`config.mk`:
```
export PLATFORM = sky130hd
export DESIGN_NAME = gtfwizard_mac_reset_sched
export DESIGN_NICKNAME = d
export VERILOG_FILES = /design/src/rtl/gtfwizard_mac_reset_sched.sv
export SDC_FILE = /design/constraint.sdc
export NUM_CORES = 1
export LEC_CHECK = 0
export BUFFER_PORTS_ARGS = -buffer_cell sky130_fd_sc_hd__buf_2
export CAP_MARGIN = 5
export CORE_MARGIN = 2
export CORE_UTILIZATION = 58
export DETAILED_ROUTE_END_ITERATION = 8
export GPL_TIMING_DRIVEN = 0
export HOLD_SLACK_MARGIN = 0.15
export PLACE_DENSITY = 0.79
export SLEW_MARGIN = 5
export SYNTH_ARGS = -nofsm -noshare
export SYNTH_HDL_FRONTEND = slang
export SYNTH_SLANG_ARGS = --single-unit
export TNS_END_PERCENT = 100
```
`constraint.sdc`:
```
create_clock -name clk_freerun_in -period 2.4 [get_ports clk_freerun_in]
set_clock_uncertainty 0.05 [all_clocks]
set_input_delay 0.48 -clock clk_freerun_in [delete_from_list [all_inputs] [get_ports clk_freerun_in]]
set_output_delay 0.48 -clock clk_freerun_in [all_outputs]
set_load 0.01 [all_outputs]
```
`src/rtl/gtfwizard_mac_reset_sched.sv`:
```
// Serialises per-channel GTF reset requests so only one reset pulse is in flight at a time.
// Each grant is a fixed-width pulse followed by a hold-off gap before the next grant.
module gtfwizard_mac_reset_sched #(
    parameter int unsigned P_NUM_CH      = 4,
    parameter int unsigned P_PULSE_CYC   = 16,
    parameter int unsigned P_HOLDOFF_CYC = 1000
) (
    input  logic                clk_freerun_in,
    input  logic                reset_all_in,
    input  logic [P_NUM_CH-1:0] req_rx_in,
    input  logic [P_NUM_CH-1:0] req_all_in,
    output logic [P_NUM_CH-1:0] reset_rx_out,
    output logic                reset_all_out,
    output logic                busy_out,
    output logic [2:0]          grant_idx_out,
    output logic [7:0]          grant_cnt_out
);

    typedef enum logic [1:0] {
        S_IDLE,
        S_PULSE,
        S_HOLDOFF
    } state_t;

    state_t              r_state;
    state_t              w_state_nxt;
    logic [P_NUM_CH-1:0] r_req_rx_d;
    logic [P_NUM_CH-1:0] r_req_all_d;
    logic [P_NUM_CH-1:0] r_pend_rx;
    logic [P_NUM_CH-1:0] r_pend_all;
    logic [15:0]         r_cnt;
    logic [2:0]          r_ptr;
    logic                r_mode_all;
    logic [2:0]          r_grant_idx;
    logic [7:0]          r_grant_cnt;
    logic [P_NUM_CH-1:0] r_rx_out;
    logic                r_all_out;
    logic                r_busy;

    logic [P_NUM_CH-1:0] w_edge_rx;
    logic [P_NUM_CH-1:0] w_edge_all;
    logic [P_NUM_CH-1:0] w_clr_rx;
    logic                w_clr_all;
    logic [15:0]         w_cnt_nxt;
    logic [2:0]          w_ptr_nxt;
    logic                w_mode_nxt;
    logic [2:0]          w_idx_nxt;
    logic [7:0]          w_gcnt_nxt;
    logic                w_found;
    logic [2:0]          w_pick;
    logic [2:0]          w_j;
    logic [7:0]          w_pend8;
    logic [P_NUM_CH-1:0] w_rx_nxt;

    assign w_edge_rx  = req_rx_in  & ~r_req_rx_d;
    assign w_edge_all = req_all_in & ~r_req_all_d;
    assign w_pend8    = 8'(r_pend_rx);

    always_comb begin
        w_state_nxt = r_state;
        w_cnt_nxt   = r_cnt;
        w_clr_rx    = '0;
        w_clr_all   = 1'b0;
        w_ptr_nxt   = r_ptr;
        w_mode_nxt  = r_mode_all;
        w_idx_nxt   = r_grant_idx;
        w_gcnt_nxt  = r_grant_cnt;
        w_found     = 1'b0;
        w_pick      = '0;
        w_j         = '0;
        // Round-robin: scan from the channel after the last RX grant, wrapping.
        for (int unsigned k = 1; k <= P_NUM_CH; k++) begin
            w_j = 3'((32'(r_ptr) + k) % P_NUM_CH);
            if (!w_found && w_pend8[w_j]) begin
                w_found = 1'b1;
                w_pick  = w_j;
            end
        end
        case (r_state)
            S_IDLE: begin
                if (|r_pend_all) begin
                    w_state_nxt = S_PULSE;
                    w_mode_nxt  = 1'b1;
                    w_clr_all   = 1'b1;
                    w_clr_rx    = '1;
                    w_cnt_nxt   = 16'(P_PULSE_CYC - 1);
                end else if (w_found) begin
                    w_state_nxt = S_PULSE;
                    w_mode_nxt  = 1'b0;
                    w_clr_rx    = P_NUM_CH'(1) << w_pick;
                    w_ptr_nxt   = w_pick;
                    w_idx_nxt   = w_pick;
                    w_cnt_nxt   = 16'(P_PULSE_CYC - 1);
                end
                if (w_state_nxt == S_PULSE && r_grant_cnt != 8'hFF) begin
                    w_gcnt_nxt = r_grant_cnt + 8'd1;
                end
            end
            S_PULSE: begin
                if (r_cnt == 16'd0) begin
                    w_state_nxt = S_HOLDOFF;
                    w_cnt_nxt   = 16'(P_HOLDOFF_CYC - 1);
                end else begin
                    w_cnt_nxt = r_cnt - 16'd1;
                end
            end
            S_HOLDOFF: begin
                if (r_cnt == 16'd0) begin
                    w_state_nxt = S_IDLE;
                end else begin
                    w_cnt_nxt = r_cnt - 16'd1;
                end
            end
            default: w_state_nxt = S_IDLE;
        endcase
        w_rx_nxt = (w_state_nxt == S_PULSE && !w_mode_nxt) ? (P_NUM_CH'(1) << w_idx_nxt) : '0;
    end

    always_ff @(posedge clk_freerun_in or posedge reset_all_in) begin
        if (reset_all_in) begin
            r_state     <= S_IDLE;
            r_req_rx_d  <= '0;
            r_req_all_d <= '0;
            r_pend_rx   <= '0;
            r_pend_all  <= '0;
            r_cnt       <= '0;
            r_ptr       <= 3'(P_NUM_CH - 1);
            r_mode_all  <= 1'b0;
            r_grant_idx <= '0;
            r_grant_cnt <= '0;
            r_rx_out    <= '0;
            r_all_out   <= 1'b0;
            r_busy      <= 1'b0;
        end else begin
            r_state     <= w_state_nxt;
            r_req_rx_d  <= req_rx_in;
            r_req_all_d <= req_all_in;
            // New edges win over a same-cycle grant clear.
            r_pend_rx   <= (r_pend_rx & ~w_clr_rx) | w_edge_rx;
            r_pend_all  <= (r_pend_all & ~{P_NUM_CH{w_clr_all}}) | w_edge_all;
            r_cnt       <= w_cnt_nxt;
            r_ptr       <= w_ptr_nxt;
            r_mode_all  <= w_mode_nxt;
            r_grant_idx <= w_idx_nxt;
            r_grant_cnt <= w_gcnt_nxt;
            r_rx_out    <= w_rx_nxt;
            r_all_out   <= (w_state_nxt == S_PULSE) && w_mode_nxt;
            r_busy      <= (w_state_nxt != S_IDLE);
        end
    end

    assign reset_rx_out  = r_rx_out;
    assign reset_all_out = r_all_out;
    assign busy_out      = r_busy;
    assign grant_idx_out = r_grant_idx;
    assign grant_cnt_out = r_grant_cnt;

endmodule

```
Word-level counts from Yosys, hierarchy flattened
Index checks and enable logic that the tools add are counted.
Widths: inputs -> output; s select.
{"block": "classes", "add_sub_neg": 6, "magnitude_cmp": 4, "eq_ne": 7, "shifts": 2, "n_mux": 39, "n_bitwise": 11, "reduce_logical": 18}
{"operator": "$mux 16", "n": 4}
{"operator": "$pmux 16 s3", "n": 1}
{"operator": "$mux 3", "n": 6}
{"operator": "$and 4x4->4", "n": 4}
{"operator": "$logic_not 16->1", "n": 1}
{"operator": "$lt 2x4->1 const B", "n": 4}
{"operator": "$mux 4", "n": 4}
{"operator": "$not 4->4", "n": 4}
{"operator": "$sub 16x1->16 const B", "n": 1}
{"operator": "$mux 1", "n": 13}
{"operator": "$mux 2", "n": 6}
{"operator": "$add 8x1->8 const B", "n": 1}
{"operator": "$bmux 1 s2", "n": 4}
{"operator": "$ne 8x8->1 const B", "n": 1}
{"operator": "$or 4x4->4", "n": 2}
{"operator": "$shl 1x3->4 const A", "n": 2}
{"operator": "$eq 2x1->1 const B", "n": 3}
{"operator": "$logic_and 1x1->1", "n": 6}
{"operator": "$pmux 2 s3", "n": 1}
{"operator": "$reduce_and 3->1", "n": 2}
{"operator": "$add 2x1->2 const B", "n": 2}
{"operator": "$add 2x2->2 const B", "n": 2}
{"operator": "$logic_not 1->1", "n": 4}
{"operator": "$reduce_or 4->1", "n": 1}
{"operator": "other kinds (8)", "n": 8}
{"block": "totals", "register_bits": 54, "input_bits": 10, "output_inout_bits": 17}

Depth between registers and ports, before layout
{"block": "depth", "word_depth": 20, "mapped_depth": 8, "mapped_depth_nobuf": 7}

Least setup slack after synthesis
OpenSTA, ideal clock, no wires.
{"block": "synth_path", "path_kind": "register to register", "startpoint": "register r_cnt[0]", "endpoint": "register r_rx_out[3], in the netlist reset_rx_out[3]", "arrival_time_ns": 1.908, "t_required_ns": 2.269, "setup_slack_ns": 0.361, "stages_incl_launch_ff": 8, "path_buffers": 0, "period_less_slack_ns": 2.039, "path_cell_list": "dfrtp_1 > inv_1 > ha_1 > nor3b_2 > nand4_1 > a222oi_1 > nand4_1 > nor3b_2"}
{"block": "synth_between", "elab_chain_cells": 6, "elab_cells_between_ends": 7, "classes_between": "1 x eq/ne; 4 x mux; 2 x reduce/logical"}
{"item": "start, declared", "line": "31", "rtl": "logic [15:0] r_cnt;"}
{"item": "start signal, assigned", "line": "141", "rtl": "r_cnt <= w_cnt_nxt;"}
{"item": "$logic_not 16->1 *", "line": "100, 108"}
{"item": "$mux 2, on equally long branches", "line": "108, 100"}
{"item": "$pmux 2 s3 *", "line": "79", "rtl": "case (r_state)"}
{"item": "$eq 2x1->1 *", "line": "116", "rtl": "w_rx_nxt = (w_state_nxt == S_PULSE && !w_mode_nxt) ? (P_NUM_CH'(1) << w_idx_nxt) : '0;"}
{"item": "$logic_and 1x1->1 *", "line": "116"}
{"item": "$mux 4 *", "line": "116"}
{"item": "via w_rx_nxt[3]", "line": "53", "rtl": "logic [P_NUM_CH-1:0] w_rx_nxt;"}
{"item": "end signal, assigned", "line": "146", "rtl": "r_rx_out <= w_rx_nxt;"}
{"item": "end, declared", "line": "36", "rtl": "logic [P_NUM_CH-1:0] r_rx_out;"}
Mark *: on every way through the listed nets, which the timed path passes. The rest lies on a longest branch.
A chain may end at the register's enable or synchronous reset.

Final worst setup path
{"block": "layout_path", "startpoint": "register r_cnt[4]", "endpoint": "register r_rx_out[3], in the netlist reset_rx_out[3]"}
The elaborated chain is that of the path after synthesis.

==> flow_metrics.env <==
export IMPL_min_from="req_rx_in[2]"
export IMPL_yosys_area_top_type="dfrtp_1"
export IMPL_drc=0
export IMPL_p_leak_nw=1.38
export IMPL_place_area_um2=2880
export IMPL_cts_made_buffers=5
export IMPL_end_kind="register"
export IMPL_dr_pass1_iters=4
export IMPL_max_clock_freq_mhz=441
export IMPL_critical_path_class="register to register"
export IMPL_cts_root_buffer="clkbuf_8"
export IMPL_die_x_um=71.8
export IMPL_placementRows=24
export IMPL_grt_pass1_vias=1952
export IMPL_ioPinCount=27
export IMPL_yosysWarnings=0
export IMPL_worst_r2r_path_depth=7
export IMPL_cp_data_required_time_ps=2540
export IMPL_synthTopCellsByCount="52 x dfrtp_1, 21 x inv_1, 16 x nor2_1"
export IMPL_hp_class="input pin to register"
export IMPL_worst_ir_drop_vdd_mv=0.398
export IMPL_finalSetupViolCount=0
export IMPL_syn_area_per_cell_um2=10.3
export IMPL_start_kind="register"
export IMPL_dieArea_um2=5150
export IMPL_period_share=0.944
export IMPL_finalMaxSlewViolations=0
export IMPL_cts_htree_levels=2
export IMPL_cts_clk_slew_worst_paths_ps=100
export IMPL_num_vias=2145
export IMPL_synthTopCellsByArea="dfrtp_1 49%, inv_1 3.0%, ha_1 2.8%, nor4_1 2.3%, nor2_1 2.3%"
export IMPL_grt_max_degree=40
export IMPL_synth_edf_count=0
export IMPL_antenna_found_initial=0
export IMPL_clock_sinks=54
export IMPL_yosysMostFrequentCell="dfrtp_1"
export IMPL_outcome="finished clean"
export IMPL_cp_arrival_ps=2410
export IMPL_fin_crit_ps=2270
export IMPL_drtAntennaViolNets=0
export IMPL_start_util=0.608
export IMPL_design_area_um2=3080
export IMPL_grt_ovfl_total=0
export IMPL_whs_endpoint="r_req_rx_d[2]"
export IMPL_synthArstFlopShare=1.00
export IMPL_io_buffer_count=26
export IMPL_synth_main_ff_cell="dfrtp_1"
export IMPL_ys_seq_area_frac=0.508
export IMPL_avgViaCountPerCell=6.09
export IMPL_r2r_end="reset_rx_out[3]"
export IMPL_drtIter0Drc=169
export IMPL_gp_congestion=0.891
export IMPL_slew_headroom=0.544
export IMPL_worstMarginPinSlew_ps=681
export IMPL_setup_slack_ps=135
export IMPL_place_ws_ps=-114
export IMPL_r2r_slack_ps=130
export IMPL_report_final_hold_viol_count=0
export IMPL_netlist_instances=259
export IMPL_synth_nets=275
export IMPL_fp_coreArea_um2=4380
export IMPL_cp_max_fo=8
export IMPL_finalCoreUtilization=0.703
export IMPL_ys_seq_elements=54
export IMPL_power_density_nw_per_um2=507
export IMPL_netlist_area_um2=2660
export IMPL_dp_hpwl_um=3730
export IMPL_drive_gt1_frac=0.213
export IMPL_whs_path_depth=1
export IMPL_drt_total_wl_um=5530
export IMPL_grt_use_total=0.223
export IMPL_timing_rr_start="r_cnt[4]"
export IMPL_cts_tree="done"
export IMPL_area_growth_synth_to_final_pct=15.8
export IMPL_n_antenna_cell=0
export IMPL_clk_latency_ps=310
export IMPL_grt_pass1_wl_um=9030
export IMPL_nets=315
export IMPL_die_h_um=71.8
export IMPL_clockBufferDepth=2
export IMPL_maxCapViolations=0
export IMPL_synth_top_cell_area_share=0.488
export IMPL_wl_per_cell_um=15.7
export IMPL_yosysUniqueCellTypes=55
-- report_power, final --
group | total, mW | internal [mW] | switching (mW)
Sequential | 0.918 | 0.916 | 0.00164
Combinational | 0.0335 | 0.0112 | 0.0223
Clock | 0.612 | 0.312 | 0.301
Total | 1.56 | 1.24 | 0.325
-- sequential cells by signal, summed over array words and instances (netlist names), 2 cells and up --
name / cells
r_cnt: 16
grant_idx_out: 3
grant_cnt_out: 8
reset_rx_out: 4
r_state: 2
r_pend_all: 4
r_req_all_d: 4
r_ptr: 2
r_req_rx_d: 4
r_pend_rx: 4
-- repair_timing --
item                                   in CTS  in global routing
resized for setup                           0                 11
pin swaps                                   1                  4
hold buffers                                1                  0
setup endpoints to repair                   5                 15
setup buffers                               1                  4
endpoints found under the hold margin      15                  0
-- routing by layer --
metal  track usage  routed length, um  up-vias
li1              -                  -     1040
met1         0.331               2600     1032
met2         0.337               2630       64
met3        0.0422                226        9
met4        0.0671                 76        0
met5             0                  0        -
-- worst max path at each step --
stage                  from         endpoint  cells after the start
4_1_cts            r_cnt[0]        r_cnt[12]                      8
3_5_place_dp       r_cnt[0]  reset_rx_out[2]                      7
5_1_grt            r_cnt[0]  reset_rx_out[3]                      8
2_1_floorplan      r_cnt[0]  reset_rx_out[3]                      7
6_report           r_cnt[4]  reset_rx_out[3]                      7
3_3_place_gp   reset_all_in  reset_rx_out[1]                      2
-- worst max-delay path, cell delays in order (launching register included) --
cell and delay (ps):
dfrtp_1 480, or4_1 550, buf_2 200, nor3_4 260, a222oi_1 140, buf_4 160, nand4_1 220, nor3b_2 80
-- cells by family (layout without fill, tap and decap cells) --
logic type | Yosys count | after routing | synth area share
AND/OR/NAND/NOR | 91 | 91 | 0.201
AO/OA/AOI/OAI | 72 | 72 | 0.192
flip-flops | 54 | 54 | 0.508
buffers and inverters | 27 | 68 | 0.0395
XOR/XNOR | 7 | 7 | 0.0230
adder cells (fa/ha/maj) | 6 | 6 | 0.0282
multiplexers | 2 | 2 | 0.00798
-- cell type report --
| class | instances | area [um2] |
|---|---|---|
| inverter | 21 | 78.8 |
| multi-input combinational | 178 | 1250 |
| clock buffer | 6 | 72.6 |
| clock inverter | 2 | 37.5 |
| tap | 52 | 65.1 |
| fill | 330 | 1300 |
| timing repair buffer | 33 | 198 |
| sequential | 54 | 1350 |
| buffer | 6 | 28.8 |
-- through the flow --
stage	instances	power [mW]	hold slack, ps	setup TNS (ps)
finish	352	1.56	234	0
global placement	337	0.965	351	-4370
detailed placement	338	0.970	361	-325
floorplan	259	0.951	349	0
global route	352	1.62	226	-30.9
CTS	348	1.57	231	-25.2
-- cell usage in the layout (no fill, tap or decap), types with 5 or more instances in the layout --
master	count
o31ai_1	6
o21ai_0	10
xnor2_1	5
nand2_1	15
a21oi_1	10
nand4_1	6
ha_1	5
buf_4	5
dfrtp_1	52
nor2_1	16
o22ai_1	7
clkbuf_8	5
buf_2	29
nor4_1	9
or4_1	5
nor3_1	8
o21ai_1	10
inv_1	20
Power figures use the tool's default switching activity.
